==> src/rtl/sram_arbiter.sv <==
// Two-master round-robin arbiter in front of a single-ported SRAM controller.
// Each access runs IDLE -> BUSY -> RELEASE; the winner's request is latched so the controller sees a stable transaction.
module sram_arbiter #(
   parameter logic INIT_LAST = 1'b1
) (
   input  logic        clk,
   input  logic        rst,
   input  logic        p0_read_en,
   input  logic        p0_write_en,
   input  logic [31:0] p0_address,
   input  logic [31:0] p0_writeData,
   output logic [31:0] p0_readData,
   output logic        p0_ready,
   input  logic        p1_read_en,
   input  logic        p1_write_en,
   input  logic [31:0] p1_address,
   input  logic [31:0] p1_writeData,
   output logic [31:0] p1_readData,
   output logic        p1_ready,
   output logic        mem_read_en,
   output logic        mem_write_en,
   output logic [31:0] mem_address,
   output logic [31:0] mem_writeData,
   input  logic [31:0] mem_readData,
   input  logic        mem_ready,
   output logic [1:0]  grant,
   output logic        busy
);

   typedef enum logic [1:0] {IDLE, BUSY, RELEASE} state_t;

   state_t      state, next_state;
   logic        owner;
   logic        last_grant;
   logic        op;
   logic        first_cycle;
   logic [31:0] addr_q;
   logic [31:0] data_q;
   logic        pend0, pend1;
   logic        winner;
   logic        done;

   assign pend0  = p0_read_en | p0_write_en;
   assign pend1  = p1_read_en | p1_write_en;
   // On a tie the port that did not win last time goes next; otherwise whoever is asking.
   assign winner = (pend0 && pend1) ? ~last_grant : pend1;
   assign done   = (state == BUSY) && !first_cycle && mem_ready;

   always_ff @(posedge clk or negedge rst) begin
      if (!rst) begin
         state <= IDLE;
      end else begin
         state <= next_state;
      end
   end

   always_comb begin
      next_state = state;
      case (state)
         IDLE:    if (pend0 || pend1) next_state = BUSY;
         BUSY:    if (done) next_state = RELEASE;
         RELEASE: next_state = IDLE;
         default: next_state = IDLE;
      endcase
   end

   always_ff @(posedge clk or negedge rst) begin
      if (!rst) begin
         owner       <= 1'b0;
         last_grant  <= INIT_LAST;
         op          <= 1'b0;
         first_cycle <= 1'b0;
         addr_q      <= '0;
         data_q      <= '0;
         p0_readData <= '0;
         p1_readData <= '0;
      end else begin
         if (state == IDLE && (pend0 || pend1)) begin
            owner       <= winner;
            last_grant  <= winner;
            addr_q      <= winner ? p1_address   : p0_address;
            data_q      <= winner ? p1_writeData : p0_writeData;
            op          <= winner ? p1_write_en  : p0_write_en;
            first_cycle <= 1'b1;
         end else if (state == BUSY) begin
            first_cycle <= 1'b0;
         end
         if (done && !op) begin
            if (owner) p1_readData <= mem_readData;
            else       p0_readData <= mem_readData;
         end
      end
   end

   // Controller-facing signals are gated by state so they drop immediately on reset.
   always_comb begin
      mem_read_en   = 1'b0;
      mem_write_en  = 1'b0;
      mem_address   = '0;
      mem_writeData = '0;
      if (state == BUSY) begin
         mem_read_en   = ~op;
         mem_write_en  = op;
         mem_address   = addr_q;
         mem_writeData = data_q;
      end
   end

   assign grant    = (state == IDLE) ? 2'b00 : (owner ? 2'b10 : 2'b01);
   assign busy     = (state != IDLE);
   assign p0_ready = ~pend0 | (done & ~owner);
   assign p1_ready = ~pend1 | (done &  owner);

endmodule
==> config.mk <==
export PLATFORM = sky130hd
export DESIGN_NAME = sram_arbiter
export DESIGN_NICKNAME = d
export VERILOG_FILES = /design/src/rtl/sram_arbiter.sv
export SDC_FILE = /design/constraint.sdc
export NUM_CORES = 1
export LEC_CHECK = 0
export CAP_MARGIN = 20
export CORE_UTILIZATION = 46
export DETAILED_ROUTE_END_ITERATION = 10
export DONT_BUFFER_PORTS = 1
export SYNTH_ARGS = -nofsm -noshare
export SYNTH_HDL_FRONTEND = slang
export SYNTH_SLANG_ARGS = --single-unit
==> constraint.sdc <==
create_clock -name clk -period 4.75 [get_ports clk]
set_input_delay 1.425 -clock clk [delete_from_list [all_inputs] [get_ports clk]]
set_output_delay 1.425 -clock clk [all_outputs]
set_load 0.1 [all_outputs]
==> impl_results.md <==
* Grt ovf at 0
* Post-route setup TNS at 0 ns
* Nature of the critical path startpoint: flip-flop
* CP max FO at 39
* CTS Root Cell: clkbuf_16
* I/O Buffers at 0
* Hpwl dp at 11100 um
* Final clock skew at 0.00846 ns
* Post-synthesis instance total at between 500 and 600
* CP max stage delay at ~0.80 ns
* Routed via count at ~4600
* Die area at around 14000 um^2
* First-pass GRT wire length at roughly 26000 um
* Cells along the critical path: nor2b_4 -> buf_12 -> and2_1
* Syn Nets at slightly above 700
* Worst setup EP type: primary output
* Reg2Reg Launch Point: state[1]
* Clock Latency Late Sink at 0.41 ns
* Starting Density at a little under half
* Worst reg2reg path endpoint: data_q[29]
* Max Cap Viol at 0
* Die Ht at 120 um
* CTS tree: yes
* Nets at 687
* Ports at 302
* Crit path buf inv count at 1
* Setup Fix Bufs, Post-CTS at 0
* Max_slew headroom at between 20 and 30%
* Final Wtd Congestion at a little over 0.8
* Hold Fails Final Rpt at 0
* Synthesized cell area at 6410 um^2
* Critical path destination: mem_writeData[1]
* Post-cts hold buffer count at 0
* CP Launch Point: state[0]
* Flop-to-flop setup slack at roughly 2 ns
* Core Box Area at 13400 um^2
* Hold path cells at 2
* Register area share after synthesis at between 50% and 60%
* Final setup violation count at 0
* Mapped Avg Cell Area at between 10 and 15 um^2
* CTS Buf Count at 17
* Commonest non-fill, non-tap cell in the layout: dfrtp_1
* Final Slew Violations at 0
* Share of cells above drive strength 1 at 23.1%
* Antenna-violating nets left at 0
* RSZ-0062 raised after global routing: false
* FF+latch count, synth at around 130
* Largest net degree at the start of global routing at roughly 140
* Antenna violations before repair at 1
* Achievable clock frequency at ~260 MHz
* Cell depth of the worst setup path at 3
* Syn. warnings at 0
* 1st-iter DRT viols at roughly 230
* DR pass1 iterations at 4
* Post-synth cell types at 31
* Vias per inst at around 6.5
* WL final at about 17000 um
* Cts repair resizes at 0
* Clock Sinks at between 100 and 150
* Most frequent cells in the layout: 133 x dfrtp_1, 66 x and2_1, 66 x o21ai_0
* Worst slew pin tran at roughly 1.1 ns
* Worst Path Required at approximately 3.3 ns
* Die Wd at approximately 120 um
* Tcrit/Tclk final at 80.7%
* R2R depth at 6
* Area growth, synth to finish at 11.9%
* FP Rows at 42
* Worst hold-check path type: reg2reg
* Status: finished clean
* Delay-heaviest family, CP: simple AND/OR/NAND/NOR gates
* Number of global-route vias before repair at roughly 4700
* Gr usage total at between 20% and 30%
* Final min period at around 3.8 ns
* CTS H-tree depth at 4
* # DRC at 0
* Crit Path Class: reg2out
* Critical Path AT at ~2.4 ns
* Clock transition at path regs at 0.06 ns
* Wire length per cell at roughly 24 um
* CTS Buffer Depth at 2
* Critical path's slowest cell: and2_1
worst min path at each step:
| stage | from | to | slack, ns |
|---|---|---|---|
| 2_1_floorplan | first_cycle | first_cycle | 0.46 |
| 3_3_place_gp | first_cycle | first_cycle | 0.49 |
| 3_5_place_dp | first_cycle | first_cycle | 0.50 |
| 4_1_cts | first_cycle | first_cycle | 0.51 |
| 5_1_grt | data_q[11] | data_q[11] | 0.54 |
| 6_report | first_cycle | first_cycle | 0.50 |
synthesized netlist by cell type:
master	instances	share of area (%)
and4bb_2	1	0.20
a2bb2oi_1	64	8.7
buf_4	1	0.12
a311oi_1	64	8.7
a21o_1	2	0.23
clkbuf_1	44	2.6
inv_2	1	0.059
o22ai_1	1	0.098
o21ai_0	66	5.2
and2_1	66	6.4
o21ai_2	1	0.14
nor3b_4	1	0.29
and3b_1	1	0.14
nand2_1	4	0.23
or2_2	1	0.098
dfrtp_1	133	52
dfstp_2	1	0.41
o31ai_1	1	0.12
o21a_1	1	0.12
nand2b_1	3	0.29
inv_1	1	0.059
buf_6	3	0.53
nor2b_1	2	0.20
a21oi_1	1	0.078
mux2_2	64	11
buf_2	13	1.0
nor2_2	1	0.098
nor3_1	1	0.078
nor4_2	1	0.20
nand3b_1	1	0.12
nor2_1	4	0.23
worst register-to-register path, cell delays in order (launching register included):
cell,delay (ns)
dfrtp_1,0.42
nor2_1,0.26
clkinv_2,0.09
buf_4,0.39
nor2_4,0.69
buf_4,0.51
a2bb2oi_1,0.24
sequential cells by signal, summed over array words and instances, names as in the netlist:
name / cells
addr_q: 32
data_q: 32
first_cycle: 1
last_grant: 1
op: 1
owner: 1
p0_readData: 32
p1_readData: 32
state: 2
per-layer routing:
layer	part of all wire (%)	GRT usage, %	routed length [um]	vias to the layer above
met5	0	0	0	-
met4	1.6	9.14	274	0
met3	8.4	7.51	1450	22
met2	49	38.1	8450	245
met1	41	29.6	7100	2343
li1	-	-	-	2035
per-stage QoR:
step           cells  setup slack [ns]  hold WS [ns]  utilization (%)  area (um^2)
5_1_grt          710             0.757         0.545             53.5         7170
6_report         710             0.916         0.504             53.5         7170
2_1_floorplan    549             0.113         0.461                -         6410
4_1_cts          708             0.875         0.510             53.3         7140
3_3_place_gp     675              1.13         0.492             48.5         6500
3_5_place_dp     676              1.10         0.496             48.7         6520
cell type report:
type | count | area, um^2
well taps | 176 | 220
diodes | 1 | 2.50
inverters | 2 | 8.76
fillers | 1162 | 6230
clock buffers | 19 | 453
multi-input cells | 352 | 2820
clock inverters | 13 | 170
repair buffers | 13 | 135
flip-flops and latches | 134 | 3350
kinds of logic after synthesis:
kind of cell	share of synthesized area (%)
compound gates	23.4
simple gates	8.61
flops	52.4
buf+inv	4.35
mux	11.2
Power is left out: the tool's default activity adds up to more than one toggle a clock period on the data nets, which glitch-free logic cannot reach.
